$ cat src/rtl/cgol_pkg.sv
// Shared constants, operation codes and FSM state type for the CGoL board arbiter.
package cgol_pkg;

    localparam int unsigned ADDR_W = 6;

    localparam logic [1:0] READ_REG  = 2'b00;
    localparam logic [1:0] WRITE_REG = 2'b01;

    // Bit positions inside the one-hot pick vector.
    localparam int unsigned PICK_ENG  = 0;
    localparam int unsigned PICK_DISP = 1;

    typedef enum logic [1:0] {
        IDLE = 2'd0,
        ENG  = 2'd1,
        DISP = 2'd2,
        SWAP = 2'd3
    } state_e;

    function automatic logic op_is_known(input logic [1:0] op);
        return (op == READ_REG) || (op == WRITE_REG);
    endfunction

endpackage

$ cat src/rtl/cgol_board_arbiter_if.sv
// Engine, display, swap-control and bank-memory signals of the board arbiter.
interface cgol_board_arbiter_if #(
    parameter int unsigned ADDR_W = cgol_pkg::ADDR_W
);
    logic              eng_req;
    logic [1:0]        eng_op;
    logic [ADDR_W-1:0] eng_addr;
    logic              eng_wdata;
    logic              eng_gnt;
    logic              eng_rvalid;
    logic              eng_rdata;

    logic              disp_req;
    logic [ADDR_W-1:0] disp_addr;
    logic              disp_gnt;
    logic              disp_rvalid;
    logic              disp_rdata;

    logic              gen_done;
    logic              swap_done;
    logic              cur_bank;

    logic              mem_we;
    logic [ADDR_W:0]   mem_addr;
    logic              mem_wdata;
    logic              mem_rdata;

    modport slave (
        input  eng_req, eng_op, eng_addr, eng_wdata,
        output eng_gnt, eng_rvalid, eng_rdata,
        input  disp_req, disp_addr,
        output disp_gnt, disp_rvalid, disp_rdata,
        input  gen_done,
        output swap_done, cur_bank,
        output mem_we, mem_addr, mem_wdata,
        input  mem_rdata
    );

    modport master (
        output eng_req, eng_op, eng_addr, eng_wdata,
        input  eng_gnt, eng_rvalid, eng_rdata,
        output disp_req, disp_addr,
        input  disp_gnt, disp_rvalid, disp_rdata,
        output gen_done,
        input  swap_done, cur_bank,
        input  mem_we, mem_addr, mem_wdata,
        output mem_rdata
    );

endinterface

$ cat src/rtl/cgol_rr_picker.sv
// Two-requester picker producing a one-hot pick; CGOL_ROUND_ROBIN_EN selects
// alternating tie priority, otherwise the display wins every tie.
module cgol_rr_picker
    import cgol_pkg::*;
(
`ifdef CGOL_ROUND_ROBIN_EN
    input  logic       clk_i,
    input  logic       rst_i,
    input  logic       take_i,
`endif
    input  logic       eng_req_i,
    input  logic       disp_req_i,
    output logic [1:0] pick_o
);

`ifdef CGOL_ROUND_ROBIN_EN
    logic eng_prio_q, eng_prio_d;

    // The requester granted last loses the next tie.
    always_comb begin
        eng_prio_d = eng_prio_q;
        if (take_i) begin
            eng_prio_d = pick_o[PICK_DISP];
        end
    end

    always_ff @(posedge clk_i or posedge rst_i) begin
        if (rst_i) begin
            eng_prio_q <= 1'b1;
        end else begin
            eng_prio_q <= eng_prio_d;
        end
    end

    always_comb begin
        pick_o = '0;
        if (eng_req_i && disp_req_i) begin
            if (eng_prio_q) begin
                pick_o[PICK_ENG] = 1'b1;
            end else begin
                pick_o[PICK_DISP] = 1'b1;
            end
        end else if (eng_req_i) begin
            pick_o[PICK_ENG] = 1'b1;
        end else if (disp_req_i) begin
            pick_o[PICK_DISP] = 1'b1;
        end
    end
`else
    always_comb begin
        pick_o = '0;
        if (disp_req_i) begin
            pick_o[PICK_DISP] = 1'b1;
        end else if (eng_req_i) begin
            pick_o[PICK_ENG] = 1'b1;
        end
    end
`endif

endmodule

$ cat src/rtl/cgol_board_arbiter.sv
// Double-buffered CGoL board arbiter: engine/display access to two banks plus bank swap.
// Optional macro CGOL_ROUND_ROBIN_EN enables alternating tie priority in the picker.
module cgol_board_arbiter #(
    parameter int unsigned ADDR_W = cgol_pkg::ADDR_W
) (
    input  logic               clk,
    input  logic               rst,
    cgol_board_arbiter_if.slave bus
);
    import cgol_pkg::*;

    state_e          state_q, state_d;
    logic            cur_bank_q, cur_bank_d;
    logic            swap_pending_q, swap_pending_d;
    logic            eng_rvalid_q, eng_rvalid_d;
    logic            disp_rvalid_q, disp_rvalid_d;

    logic            eng_valid;
    logic [1:0]      pick;
    logic            eng_gnt, disp_gnt, swap_done;
    logic            mem_we, mem_wdata;
    logic [ADDR_W:0] mem_addr;

    // Unknown engine opcodes never reach arbitration, so they are simply dropped.
    assign eng_valid = bus.eng_req && op_is_known(bus.eng_op);

    cgol_rr_picker u_picker (
`ifdef CGOL_ROUND_ROBIN_EN
        .clk_i      (clk),
        .rst_i      (rst),
        .take_i     (eng_gnt | disp_gnt),
`endif
        .eng_req_i  (eng_valid),
        .disp_req_i (bus.disp_req),
        .pick_o     (pick)
    );

    always_ff @(posedge clk or posedge rst) begin
        if (rst) begin
            state_q        <= IDLE;
            cur_bank_q     <= 1'b0;
            swap_pending_q <= 1'b0;
            eng_rvalid_q   <= 1'b0;
            disp_rvalid_q  <= 1'b0;
        end else begin
            state_q        <= state_d;
            cur_bank_q     <= cur_bank_d;
            swap_pending_q <= swap_pending_d;
            eng_rvalid_q   <= eng_rvalid_d;
            disp_rvalid_q  <= disp_rvalid_d;
        end
    end

    // ENG/DISP only record the last grant; they arbitrate exactly like IDLE.
    // A pending swap costs one grant-free cycle before SWAP, so a gen_done that
    // lands in the SWAP cycle itself is still absorbed by the current swap.
    always_comb begin
        state_d        = IDLE;
        cur_bank_d     = cur_bank_q;
        swap_pending_d = swap_pending_q | bus.gen_done;
        eng_rvalid_d   = 1'b0;
        disp_rvalid_d  = 1'b0;
        eng_gnt        = 1'b0;
        disp_gnt       = 1'b0;
        swap_done      = 1'b0;
        mem_we         = 1'b0;
        mem_wdata      = 1'b0;
        mem_addr       = '0;

        case (state_q)
            SWAP: begin
                swap_done      = 1'b1;
                cur_bank_d     = ~cur_bank_q;
                swap_pending_d = 1'b0;
            end
            default: begin
                if (swap_pending_q) begin
                    state_d = SWAP;
                end else if (!rst) begin
                    if (pick[PICK_DISP]) begin
                        disp_gnt      = 1'b1;
                        disp_rvalid_d = 1'b1;
                        mem_addr      = {cur_bank_q, bus.disp_addr};
                        state_d       = DISP;
                    end else if (pick[PICK_ENG]) begin
                        eng_gnt = 1'b1;
                        state_d = ENG;
                        if (bus.eng_op == WRITE_REG) begin
                            mem_we    = 1'b1;
                            mem_wdata = bus.eng_wdata;
                            mem_addr  = {~cur_bank_q, bus.eng_addr};
                        end else begin
                            eng_rvalid_d = 1'b1;
                            mem_addr     = {cur_bank_q, bus.eng_addr};
                        end
                    end
                end
            end
        endcase
    end

    assign bus.eng_gnt     = eng_gnt;
    assign bus.eng_rvalid  = eng_rvalid_q;
    assign bus.eng_rdata   = eng_rvalid_q & bus.mem_rdata;
    assign bus.disp_gnt    = disp_gnt;
    assign bus.disp_rvalid = disp_rvalid_q;
    assign bus.disp_rdata  = disp_rvalid_q & bus.mem_rdata;
    assign bus.swap_done   = swap_done;
    assign bus.cur_bank    = cur_bank_q;
    assign bus.mem_we      = mem_we;
    assign bus.mem_addr    = mem_addr;
    assign bus.mem_wdata   = mem_wdata;

endmodule

$ cat src/flat_wrapper.sv
// flat-port wrapper written by rule: the top's interface ports become plain ports
module cgol_board_arbiter_flat import cgol_pkg::*;
#(
    parameter int unsigned ADDR_W = cgol_pkg::ADDR_W
)
  (clk, rst, bus_eng_req, bus_eng_op, bus_eng_addr, bus_eng_wdata, bus_eng_gnt, bus_eng_rvalid, bus_eng_rdata, bus_disp_req, bus_disp_addr, bus_disp_gnt, bus_disp_rvalid, bus_disp_rdata, bus_gen_done, bus_swap_done, bus_cur_bank, bus_mem_we, bus_mem_addr, bus_mem_wdata, bus_mem_rdata);
  cgol_board_arbiter_if #(.ADDR_W(ADDR_W)) bus_i ();
  input  logic clk;
  input  logic rst;
  input wire logic [$bits(bus_i.eng_req)-1:0] bus_eng_req;
  input wire logic [$bits(bus_i.eng_op)-1:0] bus_eng_op;
  input wire logic [$bits(bus_i.eng_addr)-1:0] bus_eng_addr;
  input wire logic [$bits(bus_i.eng_wdata)-1:0] bus_eng_wdata;
  output wire logic [$bits(bus_i.eng_gnt)-1:0] bus_eng_gnt;
  output wire logic [$bits(bus_i.eng_rvalid)-1:0] bus_eng_rvalid;
  output wire logic [$bits(bus_i.eng_rdata)-1:0] bus_eng_rdata;
  input wire logic [$bits(bus_i.disp_req)-1:0] bus_disp_req;
  input wire logic [$bits(bus_i.disp_addr)-1:0] bus_disp_addr;
  output wire logic [$bits(bus_i.disp_gnt)-1:0] bus_disp_gnt;
  output wire logic [$bits(bus_i.disp_rvalid)-1:0] bus_disp_rvalid;
  output wire logic [$bits(bus_i.disp_rdata)-1:0] bus_disp_rdata;
  input wire logic [$bits(bus_i.gen_done)-1:0] bus_gen_done;
  output wire logic [$bits(bus_i.swap_done)-1:0] bus_swap_done;
  output wire logic [$bits(bus_i.cur_bank)-1:0] bus_cur_bank;
  output wire logic [$bits(bus_i.mem_we)-1:0] bus_mem_we;
  output wire logic [$bits(bus_i.mem_addr)-1:0] bus_mem_addr;
  output wire logic [$bits(bus_i.mem_wdata)-1:0] bus_mem_wdata;
  input wire logic [$bits(bus_i.mem_rdata)-1:0] bus_mem_rdata;
  assign bus_i.eng_req = bus_eng_req;
  assign bus_i.eng_op = bus_eng_op;
  assign bus_i.eng_addr = bus_eng_addr;
  assign bus_i.eng_wdata = bus_eng_wdata;
  assign bus_eng_gnt = bus_i.eng_gnt;
  assign bus_eng_rvalid = bus_i.eng_rvalid;
  assign bus_eng_rdata = bus_i.eng_rdata;
  assign bus_i.disp_req = bus_disp_req;
  assign bus_i.disp_addr = bus_disp_addr;
  assign bus_disp_gnt = bus_i.disp_gnt;
  assign bus_disp_rvalid = bus_i.disp_rvalid;
  assign bus_disp_rdata = bus_i.disp_rdata;
  assign bus_i.gen_done = bus_gen_done;
  assign bus_swap_done = bus_i.swap_done;
  assign bus_cur_bank = bus_i.cur_bank;
  assign bus_mem_we = bus_i.mem_we;
  assign bus_mem_addr = bus_i.mem_addr;
  assign bus_mem_wdata = bus_i.mem_wdata;
  assign bus_i.mem_rdata = bus_mem_rdata;
  cgol_board_arbiter #(.ADDR_W(ADDR_W)) u_core (.clk(clk), .rst(rst), .bus(bus_i));
endmodule
$ cat config.mk
export PLATFORM = sky130hd
export DESIGN_NAME = cgol_board_arbiter_flat
export DESIGN_NICKNAME = d
export VERILOG_FILES = /design/src/rtl/cgol_pkg.sv /design/src/rtl/cgol_board_arbiter_if.sv /design/src/rtl/cgol_rr_picker.sv /design/src/rtl/cgol_board_arbiter.sv /design/src/flat_wrapper.sv
export SDC_FILE = /design/constraint.sdc
export NUM_CORES = 1
export LEC_CHECK = 0
export CORE_AREA = 2 2 39 41
export DETAILED_ROUTE_END_ITERATION = 6
export DIE_AREA = 0 0 41 43
export DONT_BUFFER_PORTS = 1
export HOLD_SLACK_MARGIN = 0.02
export PLACE_DENSITY = 0.41
export SETUP_SLACK_MARGIN = 0.02
export SYNTH_ARGS = -nofsm -noshare
export SYNTH_HDL_FRONTEND = slang
export SYNTH_SLANG_ARGS = --single-unit
$ cat constraint.sdc
create_clock -name clk -period 1.4 [get_ports clk]
set_input_delay 0.14 -clock clk [delete_from_list [all_inputs] [get_ports clk]]
set_output_delay 0.14 -clock clk [all_outputs]
set_load 0.005 [all_outputs]
; ---- Word level (Yosys, flattened, before mapping)
; Cells that the tools add are included.
[totals]
register_bits = 6
latch_bits = 0
mem_bits_rw = 0
mem_bits_ro = 0
input_bits = 21
output_inout_bits = 17
wordCells = 57
memories = 0
[op_classes]
add_sub_neg = 0
n_mul = 0
div = 0
n_lt_le_gt_ge = 0
eq_ne = 2
shifts = 0
n_mux = 43
bitwise = 4
reduce_logical = 3
[op_table]
columns = op, count
row1 = $mux W7, 6
row2 = $mux W1, 33
row3 = $mux W2, 4
row4 = $and A1 B1 Y1, 2
row5 = $eq A2 B1 Y1 const B, 1
row6 = $eq A2 B2 Y1 const B, 1
row7 = $logic_not A2 Y1, 1
row8 = $logic_and A1 B1 Y1, 1
row9 = $logic_or A1 B1 Y1, 1
row10 = $not A1 Y1, 1
row11 = $or A1 B1 Y1, 1

; ---- Longest topological paths before layout
; Gate-level depths: netlist of run 1.
[depth]
depth_word = 10
mapped_depth = 4
ltp_nobuf = 3

; ---- Modules after synthesis
; From an unflattened synthesis of run 1, not the netlist that was laid out.
[unflattened]
hier_cells = 52
area_unflattened_um2 = 424.2
[modules_own_cells]
columns = module, n_inst, cells_per_inst, area_per_inst_um2, seq_area_each_um2
row1 = cgol_board_arbiter, 1, 50, 402.9, 150.1
row2 = cgol_rr_picker, 1, 2, 21.3, 0.0

; ---- Worst setup path after synthesis of run 1
; Ideal clock, no wire load.
[synth_timing]
path_kind = register to output
start = register u_core.state_q[0]
end = output port bus_mem_wdata
t_arrival_ns = 1.073
required_ns = 1.260
path_slack_ns = 0.187
path_stages_with_launch = 5
path_buffers = 1
path_cell_list = dfrtp_1 a211o_1 buf_6 nor2b_4 and3_1
[synth_between]
elab_chain_len = 2
[synth_lines]
columns = item, line_no
row1 = start: declaration, cgol_board_arbiter.sv:12  ; state_e state_q, state_d;
row2 = start signal: assignment, cgol_board_arbiter.sv:46  ; state_q <= state_d;
row3 = $eq A2 B2 Y1, cgol_board_arbiter.sv:70  ; case (state_q)
row4 = $mux W1, cgol_board_arbiter.sv:70
row5 = end: declaration, flat_wrapper.sv:27  ; output wire logic [$bits(bus_i.mem_wdata)-1:0] bus_mem_wdata;
; Every way passes these cells.

; ---- Final worst setup path of run 1
; Ends and elaborated chain as after synthesis.

==> impl_metrics.yaml, run 1 <==
critical_path:
  cp.required_ns: 1.26
  worstPathMaxFanout: 4
  slowest_stage: "dfrtp_1"
  critical_path_class: "reg2out"
  crit_arrival_ns: 1.34
  crit_buf_inv: 0
  startpoint_type: "register"
  reg2reg_depth: 3
  critical-path-max-stage-delay_ns: 0.37
  worstReg2RegStart: "u_core.state_q[0]$_DFF_PP0_"
  worst_setup_path_end_kind: "output port"
  crit_chain: "a211o_1 > nor2b_4 > and3_4"
  cp_top_family: "flip-flops"
  reg2reg_to: "u_core.bus.eng_rvalid$_DFF_PP0_"
  r2r_setup_slack_ns: 0.26
logic_synthesis:
  synth_area_leader_cell: "dfrtp_1"
  synthTopCellsByCount: "11 x nor2_1, 6 x a22oi_1, 6 x dfrtp_1"
  post_synth.cell_area_avg_sq_um: 8.57
  syn_area_sq_um: 394
  ys_async_sr_fraction: 1.00
  synth_seq_cells: 6
  synth_enable_flop_cells: 0
  yosysMostFrequentCell: "nor2_1"
  synth_nets: 67
  synth_top_area_frac: 0.381
  syn_inst: 46
  synth.area.top_cells: "dfrtp_1 38%, a22oi_1 11%, nor2_1 10%"
  synth_cell_type_count: 18
  synth_flop_cell: "dfrtp_1"
  yosysSeqAreaShare: 0.381
  ys_warn_count: 0
hold_path:
  hold_class: "in2reg"
  holdPathEnd: "u_core.state_q[1]$_DFF_PP0_"
  hold_start: "bus_disp_req"
  min_path_cells: 2
cts:
  numClockSinks: 6
  root_buffer: "clkbuf_4"
  clock_path_buffers: 2
  ctsHtreeMaxLevel: 1
  clk_latency_ns: 0.24
  clkTransAtPathRegs_ns: 0.04
  cts_tree: "yes"
  cts_buffers: 3
cells_and_area:
  nNetsFinal: 78
  syn2layout_area_growth_pct: 33.0
  fin_area_sq_um: 524
  layout-drive-gt1-share: 0.364
  final_cells: 71
  antenna_cells: 0
floorplanning:
  core_area_sq_um: 1380
  placementRows: 14
  dieArea_sq_um: 1760
  start_util: 0.285
  die_x_um: 41
  die_y_um: 43
  num_io_pins: 38
placement:
  place_hpwl_um: 788
  gp_congestion: 0.652
  portBuffers: 0
  placedCellCount: 62
  place_ws_ns: 0.184
  postPlaceCellArea_sq_um: 413
sta:
  period_share: 1.06
  max_slew_margin: 0.815
  finalSetupViolCount: 8
  rsz0062_at_grt: "yes"
  fmax_mhz: 676
  whs_ns: 0.0546
  slew_viol_final: 0
  finalHoldViolCount: 0
  period_minus_slack_ns: 1.48
  timing.final.ws_setup_ns: -0.0799
  worst_slew_pin_slew_ns: 0.277
  skew_ns: 0.000459
run:
  cap_violations: 0
status:
  violations: "negative setup slack"
  status: "complete, but fails checks"
grt:
  grt_usage: 0.118
  grt_overflow: 0
  grt_pass1_wl_um: 1370
  antenna_found_initial: 0
  grt_start_max_net_pins: 12
  first_global_vias: 326
pwr:
  ir_worst_vdd_uv: 695
  p_leak_nw: 0.221
  totalPowerFinal_mw: 0.755
  p_per_area_nw_per_um2: 1440
routing:
  ant_nets: 0
  wire_per_inst_um: 14.7
  drtPass1Iterations: 3
  via_per_inst: 5.39
  drc: 0
  routed_wirelength_um: 1040
  vias: 383
  first_iter_violations: 9
-- how the worst max path moves through the flow --
stage / cells after the start / from / slack, ns / endpoint
6_report: 3 / u_core.state_q[0]$_DFF_PP0_ / -0.08 / bus_mem_wdata
5_1_grt: 3 / u_core.state_q[0]$_DFF_PP0_ / -0.15 / bus_mem_wdata
4_1_cts: 3 / u_core.state_q[1]$_DFF_PP0_ / -0.08 / bus_mem_we
3_5_place_dp: 3 / u_core.state_q[0]$_DFF_PP0_ / 0.18 / bus_mem_we
3_3_place_gp: 3 / u_core.state_q[0]$_DFF_PP0_ / 0.20 / bus_mem_we
2_1_floorplan: 4 / u_core.state_q[0]$_DFF_PP0_ / 0.19 / bus_mem_wdata
-- cells in the final DEF (no fill, tap or decap), types with 3 or more instances in the layout --
cell type / Yosys / routed
a22oi_1: 6 / 6
buf_4: 0 / 5
clkbuf_4: 0 / 3
dfrtp_1: 6 / 6
dlygate4sd3_1: 0 / 3
inv_1: 4 / 4
nor2_1: 11 / 4
nor2_2: 0 / 6
-- through the flow --
stage / util / setup TNS, ns
after floorplan: - / 0
after global placement: 0.298 / 0
after detailed placement: 0.298 / 0
after CTS: 0.355 / -0.444
after global routing: 0.379 / -0.803
final: 0.379 / -0.381
-- where the power goes --
group	total (mW)	internal, mW	switching [mW]
Combinational	0.293	0.144	0.149
Sequential	0.304	0.241	0.0632
Clock	0.157	0.0968	0.0606
-- layer usage --
layer,part of all wire,vias up,track usage
met2,0.52,20,0.159
met4,0,0,0.0600
li1,-,176,-
met5,0,-,0
met1,0.39,187,0.148
met3,0.097,0,0.0628
-- state kept, by name, indices dropped and copies added, names as in the netlist --
signal                  count
u_core.state_q              2
u_core.bus.cur_bank         1
u_core.bus.disp_rvalid      1
u_core.bus.eng_rvalid       1
u_core.swap_pending_q       1
-- area by class of cell --
cell class | count | area (sq um)
inverter | 4 | 15.0
multi-input combinational | 34 | 249
timing repair buffer | 8 | 67.6
tap | 16 | 20.0
clock buffer | 3 | 22.5
fill | 147 | 860
sequential | 6 | 150
-- worst reg2reg max path: stages (launching register included) --
cell      delay, ns
dfrtp_1        0.37
a211o_1        0.36
nor2b_4        0.17
a21boi_1       0.16
-- cells by family (layout without fill, tap and decap cells) --
logic type / count (synthesis) / in the layout / synth area share
compound gates: 12 / 12 / 0.213
xor+xnor: 1 / 1 / 0.0222
buf+inv: 6 / 15 / 0.0793
flops: 6 / 6 / 0.381
simple gates: 21 / 21 / 0.305
-- timing repair --
| action | 4_1_cts | 5_1_grt |
|---|---|---|
| hold endpoints to repair | 8 | 0 |
| gates resized for setup | 7 | 4 |
| setup buffers | 1 | 2 |
| pin swaps | 1 | 2 |
| hold buffers | 3 | 0 |
| setup endpoints to repair | 8 | 9 |
No activity file was read; power rests on OpenSTA's default activity.
==> run 2: changes to the inputs <==
- HOLD_SLACK_MARGIN: 0.02 -> 0.03
==> results of run 2 <==
Same layout as run 1: the final DEF is identical, and so are final timing and power.
